[src/rtl/onehot_dispatcher.sv]
// onehot_dispatcher: queues binary lane indices and holds a one-hot request on the target lane until it acks
module onehot_dispatcher #(
   parameter int RADIX = 16,
   parameter int WIDTH = $clog2(RADIX),
   parameter int DEPTH = 4
) (
   input  logic                   clk,
   input  logic                   rst_n,
   input  logic                   in_valid,
   output logic                   in_ready,
   input  logic [WIDTH-1:0]       in_idx,
   output logic [RADIX-1:0]       lane_req,
   input  logic [RADIX-1:0]       lane_ack,
   output logic [WIDTH-1:0]       cur_idx,
   output logic                   done,
   output logic                   err_oor,
   output logic [$clog2(DEPTH):0] count
);
   localparam int PW = $clog2(DEPTH);
   localparam logic [WIDTH:0] LIMIT = RADIX[WIDTH:0];
   localparam logic [PW:0] FULL = DEPTH[PW:0];
   localparam logic [RADIX-1:0] ONE = {{(RADIX-1){1'b0}}, 1'b1};
   typedef enum logic {IDLE, ISSUE} state_t;
   state_t state, state_d;
   logic [WIDTH-1:0] mem [DEPTH];
   logic [PW-1:0] wr_ptr, rd_ptr;
   logic [WIDTH-1:0] head, idx_d;
   logic [RADIX-1:0] req_d;
   logic push, in_range, wr, ack_hit, pop;
   assign in_ready = count != FULL;
   assign push = in_valid && in_ready;
   assign in_range = {1'b0, in_idx} < LIMIT;
   assign wr = push && in_range;
   assign head = mem[rd_ptr];
   // next issue: pop when idle or when the current lane acks, otherwise hold or drop to idle
   always_comb begin
      ack_hit = (state == ISSUE) && lane_ack[cur_idx];
      pop = (count != '0) && (state == IDLE || ack_hit);
      state_d = pop ? ISSUE : (ack_hit ? IDLE : state);
      req_d = pop ? ONE << head : (ack_hit ? '0 : lane_req);
      idx_d = pop ? head : (ack_hit ? '0 : cur_idx);
   end
   // index storage; contents are don't-care until written, so no reset
   always_ff @(posedge clk) begin
      if (wr) mem[wr_ptr] <= in_idx;
   end
   // FSM, pointers, occupancy and registered outputs
   always_ff @(posedge clk or negedge rst_n) begin
      if (!rst_n) begin
         state <= IDLE;
         lane_req <= '0;
         cur_idx <= '0;
         done <= 1'b0;
         err_oor <= 1'b0;
         count <= '0;
         wr_ptr <= '0;
         rd_ptr <= '0;
      end else begin
         state <= state_d;
         lane_req <= req_d;
         cur_idx <= idx_d;
         done <= ack_hit;
         err_oor <= push && !in_range;
         count <= count + (PW+1)'(wr) - (PW+1)'(pop);
         wr_ptr <= wr_ptr + PW'(wr);
         rd_ptr <= rd_ptr + PW'(pop);
      end
   end
endmodule

[config.mk]
export PLATFORM = sky130hd
export DESIGN_NAME = onehot_dispatcher
export DESIGN_NICKNAME = d
export VERILOG_FILES = /design/src/rtl/onehot_dispatcher.sv
export SDC_FILE = /design/constraint.sdc
export NUM_CORES = 1
export LEC_CHECK = 0
export ABC_AREA = 1
export BUFFER_PORTS_ARGS = -buffer_cell sky130_fd_sc_hd__buf_2
export CORE_ASPECT_RATIO = 0.5
export CORE_MARGIN = 3
export CORE_UTILIZATION = 30
export CTS_CLUSTER_DIAMETER = 40
export DETAILED_ROUTE_END_ITERATION = 10
export SKIP_CTS_REPAIR_TIMING = 1
export SLEW_MARGIN = 20
export SYNTH_ARGS = -nofsm -noshare
export SYNTH_HDL_FRONTEND = slang
export SYNTH_SLANG_ARGS = --single-unit
[constraint.sdc]
create_clock -name clk -period 3.3 [get_ports clk]
set_input_delay 0.66 -clock clk [delete_from_list [all_inputs] [get_ports clk]]
set_output_delay 0.66 -clock clk [all_outputs]
set_load 0.05 [all_outputs]
==> results of run 1 <==
==> worst register-to-register path, cell delays in order, from the launching register on <==
cell	delay (ns)
dfrtp_1	0.59
inv_6	0.08
nand2_2	0.06
nand2_1	0.04
nand2_1	0.05
nand3_1	0.08
nand3_2	0.10
nand3_2	0.32
nand2_1	0.20
inv_1	0.08
ha_1	0.27
inv_1	0.04
ha_1	0.18
fa_1	0.38
xor2_1	0.18
==> layout make-up <==
cell class | count | area share, %
Multi-Input combinational cell | 169 | 32.0
Clock inverter | 3 | 0.463
Sequential cell | 45 | 44.6
Tap cell | 92 | 4.26
Inverter | 35 | 5.05
Timing Repair Buffer | 48 | 8.98
Clock buffer | 5 | 4.63
==> cells in the final DEF, fill, tap and decap left out, types with 2 or more instances in the layout <==
cell type   n
nand2_2     2
nor2_1     17
nand3_2    11
inv_1      32
nor3_1      4
edfxtp_1   16
o21ai_0     2
inv_2       2
ha_1        4
nand3_1    53
xor2_1      3
nand2_1    68
clkinv_1    2
clkbuf_16   5
buf_2      47
dfrtp_1    29
==> kinds of logic (layout without fill, tap and decap cells) <==
family	after synthesis	in the layout
fa+ha+maj	5	5
other cells	1	1
flops	45	45
simple gates	157	157
compound gates	2	2
xor+xnor	4	4
buf+inv	46	91
==> metrics by stage <==
step | hold WS (ns) | utilization (%)
floorplan | 0.364 | -
global placement | 0.485 | 36.4
detailed placement | 0.487 | 36.4
CTS | 0.418 | 38.4
global route | 0.455 | 38.4
finish | 0.397 | 38.4
==> flip-flops by register name, indices dropped and copies added, names as in the netlist <==
signal	cells
rd_ptr	2
cur_idx	4
wr_ptr	2
count	3
state	1
lane_req	16
done	1
mem	16
==> worst min-delay path by stage <==
stage                            startpoint                 endpoint  cells after the start
global placement    lane_req[7]$_DFFE_PN0P_  lane_req[7]$_DFFE_PN0P_                      2
finish                                rst_n           done$_DFF_PN0_                      1
floorplan                             rst_n       count[0]$_DFF_PN0_                      0
CTS                                   rst_n           done$_DFF_PN0_                      1
detailed placement  lane_req[9]$_DFFE_PN0P_  lane_req[9]$_DFFE_PN0P_                      2
global route                          rst_n  lane_req[0]$_DFFE_PN0P_                      1
==> per-layer routing <==
| metal | share of wire, % | wire length [um] | vias up | track usage [%] |
|---|---|---|---|---|
| met3 | 6.1 | 271 | 7 | 2.88 |
| met2 | 46 | 2030 | 48 | 18.6 |
| met5 | 0 | 0 | - | 0 |
| met1 | 47 | 2070 | 797 | 13.2 |
| li1 | - | - | 919 | - |
| met4 | 1.4 | 63 | 0 | 4.27 |
==> out/metrics.cfg, run 1 <==
[sta]
setup_slack_ns=0.502
setup_tns_ns=0
rsz0062_at_grt=false
drv_slew=0
worst_pin_slew_ns=0.749
min_period_ns=2.80
finalHoldViolCount=0
setup_viol=0
fmaxAchievable_mhz=357
worst_slew_margin_rel_pct=49.9
clock_skew_ns=0.00580
fin_crit_sh_pct=84.8

[worst_setup_path]
rr_worst_depth=14
crit_family=simple AND/OR/NAND/NOR gates
cp.arrival_ns=2.95
start_kind=flop
slowest_delay_ns=0.59
endpoint=count[2]$_DFF_PN0_
path_max_fanout=22
crit_chain=inv_6 > nand2_2 > nand2_1 > nand2_1 > nand3_1 > nand3_2 > nand3_2 > nand2_1 > inv_1 > ha_1 > inv_1 > ha_1 > fa_1 > xor2_1
reg2reg_slack_ns=0.50
cp_common_cell=nand2_1
cp.required_ns=3.46
crit_buf_inv=3
crit_slowest_cell=dfrtp_1
crit_start=cur_idx[0]$_DFFE_PN0P_
end_kind=flop
crit_type=reg -> reg
r2r-end=count[2]$_DFF_PN0_
worstReg2RegStart=cur_idx[0]$_DFFE_PN0P_
path_depth=14

[floorplan]
fp.dieW_um=130
start_util_pct=32.7
coreArea_um2=7040
die_y_um=68.0
core.rowCount=21
die_area_um2=8830
num_io_pins=49

[drt]
ant_nets=0
first_iter_violations=103
wirelength_um=4440
vias_per_cell=4.46
drc=0
dr.pass1.iters=4
vias=1771
wl_per_cell_um=11.2

[yosys]
synth_top_flop_cell=dfrtp_1
ys_seq_elements=45
syn_area_per_cell_um2=8.86
synth_area_um2=2300
yosys.area_share.adder_pct=3.04
synthMuxAreaShare_pct=0
synth-async-reset-ratio_pct=64.4
syn_inst=260
yosys.area_share.simple_pct=32.4
synth_top_family_by_area=simple AND/OR/NAND/NOR gates
ys_types=24
ys_warn_count=0
synth_compound_area_share_pct=0.435
seq_area_frac_synth_pct=52.4
synth_common_cells=nand2_1, nand3_1, inv_1
syn_nets=288
synth.most_common_cell=nand2_1
synth_top_area_cell=dfrtp_1
synth_xor_xnor_area_share_pct=1.52
ys_top_cells_by_area=dfrtp_1, edfxtp_1, nand3_1
synth.top_cell.area_share_pct=31.5
synth_edf_count=16

[global_routing]
gr-total-overflow=0
antenna_found_initial=0
grt_max_degree=30
grt_pass1_vias=1675
track_usage_pct=10.8
grt_pass1_wl_um=7550

[clocking]
cts_buffer_depth=2
clock_latency_ns=0.28
cts_buffers=5
clk_pin_slew_ns=0.06
htree_num_levels=2
root_buffer=clkbuf_16
cts_sinks=45
cts_tree=yes

[status]
status=finished clean

[layout]
syn_to_final_growth_pct=17.3
diodes=0
nNetsFinal=332
post_layout_nonfiller_instances=397
regArea_um2=1210
fin_area_um2=2700
drive_above_1_share_pct=23.3
multiInputGateArea_um2=865
final.fill_count=727

[placed_design]
io_buffers=47
dp_hpwl_um=3400
dp.cells=389
place_area_um2=2560
place.gp.congestion=0.827
post-place-ws_ns=0.387

[flow_run]
drv_cap=0

[min_path]
hold_path_class=in -> async

Power of run 1 is not shown: default switching activity piles up to over one toggle a cycle in this logic, so the estimate is an artifact.
==> run 2, diff against run 1 <==
Clock period 3.3 ns to 2.5 ns, I/O delays scaled along.
==> out/metrics.cfg, run 2 (synthesized netlist as in run 1, its figures left out) <==
[global_routing]
track_usage_pct=10.7  ; -0.10 points
antenna_found_initial=0  ; unchanged
grt_pass1_wl_um=7460  ; -1.2%
gr-total-overflow=0  ; unchanged
grt_pass1_vias=1671  ; -0.24%
grt_max_degree=30  ; unchanged

[drt]
vias=1755  ; -0.90%
first_iter_violations=55  ; -47%
ant_nets=0  ; unchanged
wirelength_um=4470  ; +0.74%
vias_per_cell=4.41  ; -1.2%
dr.pass1.iters=4  ; unchanged
drc=0  ; unchanged
wl_per_cell_um=11.2  ; +0.49%

[layout]
final.fill_count=704  ; -3.2%
final_common_cell=nand2_1
largestRegisters=lane_req (16), mem (16), cur_idx (4)
drive_above_1_share_pct=25.8  ; +2.5 points
post_layout_nonfiller_instances=398  ; +0.25%
nNetsFinal=333  ; +0.30%
diodes=0  ; unchanged
syn_to_final_growth_pct=18.4
layout_common_cells=nand2_1, nand3_1, buf_2

[sta]
hold_ws_ns=0.237  ; -0.160 ns
min_period_ns=2.27  ; -0.525 ns
clock_skew_ns=0.00454  ; -0.00126 ns
drv_slew=0  ; unchanged
worst_pin_slew_ns=0.748  ; -0.00134 ns
rsz0062_at_grt=false
setup_viol=0  ; unchanged
fin_crit_sh_pct=90.9  ; +6.1 points
setup_tns_ns=0  ; unchanged
worst_slew_margin_rel_pct=50.0  ; +0.090 points
fmaxAchievable_mhz=440  ; +23%
finalHoldViolCount=0  ; unchanged

[worst_setup_path]
end_kind=flop
r2r-end=count[2]$_DFF_PN0_
reg2reg_slack_ns=0.23  ; -0.27 ns
path_max_fanout=11  ; -50%
rr_worst_depth=13  ; -1
cp.arrival_ns=2.43  ; -0.52 ns
cp.required_ns=2.66  ; -0.80 ns
crit_type=reg -> reg
worstReg2RegStart=cur_idx[0]$_DFFE_PN0P_
start_kind=flop

[floorplan]
num_io_pins=49  ; unchanged
start_util_pct=32.7  ; unchanged
die_area_um2=8830  ; unchanged
core.rowCount=21  ; unchanged
fp.dieW_um=130  ; unchanged
coreArea_um2=7040  ; unchanged
die_y_um=68.0  ; unchanged

[min_path]
hold_path_class=in -> async

[placed_design]
place.gp.congestion=0.817  ; -1.2%
dp.cells=390  ; +0.26%
io_buffers=47  ; unchanged
dp_hpwl_um=3390  ; -0.15%

[clocking]
clk_pin_slew_ns=0.06  ; about the same
cts_sinks=45  ; unchanged
cts_buffer_depth=2  ; unchanged
htree_num_levels=2  ; unchanged
cts_buffers=5  ; unchanged
cts_tree=yes
clock_latency_ns=0.28  ; about the same
root_buffer=clkbuf_16

[status]
status=finished clean

[flow_run]
drv_cap=0  ; unchanged

run 2: worst max-delay path: stages (launching register included):
cell and delay, ns:
dfrtp_2 0.49, inv_6 0.11, nand2_1 0.05, nand3_1 0.06, nand3_1 0.09, nand3_2 0.11
nand3_2 0.11, nand2_2 0.08, inv_1 0.05, ha_1 0.27, inv_1 0.04, ha_2 0.17
fa_2 0.35, xor2_1 0.16
run 2: per-stage QoR:
step,util (%),setup slack [ns],instance area [um2]
after CTS,38.7,0.194,2730
after global placement,36.7,0.188,2590
after detailed placement,36.7,0.167,2590
after floorplan,-,0.00309,2320
final,38.7,0.228,2730
after global routing,38.7,0.0353,2730
run 2: final cells by class:
| type | count | area [um2] | area share [%] |
|---|---|---|---|
| flip-flops and latches | 45 | 1210 | 44.3 |
| multi-input cells | 169 | 877 | 32.2 |
| repair buffers | 49 | 250 | 9.18 |
| inverters | 35 | 136 | 5.00 |
| clock buffers | 6 | 129 | 4.73 |
| well taps | 92 | 115 | 4.22 |
| clock inverters | 2 | 10.0 | 0.367 |
run 2: how the worst max path moves through the flow:
stage,start,to,slack (ns)
final,cur_idx[0]$_DFFE_PN0P_,count[2]$_DFF_PN0_,0.23
after CTS,cur_idx[0]$_DFFE_PN0P_,count[2]$_DFF_PN0_,0.19
after detailed placement,lane_ack[1],count[2]$_DFF_PN0_,0.17
after global routing,cur_idx[0]$_DFFE_PN0P_,count[2]$_DFF_PN0_,0.04
after floorplan,cur_idx[0]$_DFFE_PN0P_,count[2]$_DFF_PN0_,0.003
after global placement,lane_ack[9],count[2]$_DFF_PN0_,0.19
run 2: layer usage:
metal,share of wire (%),track usage (%),vias up,routed length (um)
met4,1.5,4.27,0,68
li1,-,-,918,-
met2,46,18.4,37,2050
met1,48,13.2,792,2130
met3,5.1,2.49,8,226
met5,0,0,-,0
Power of run 2 is left out for the same reason.
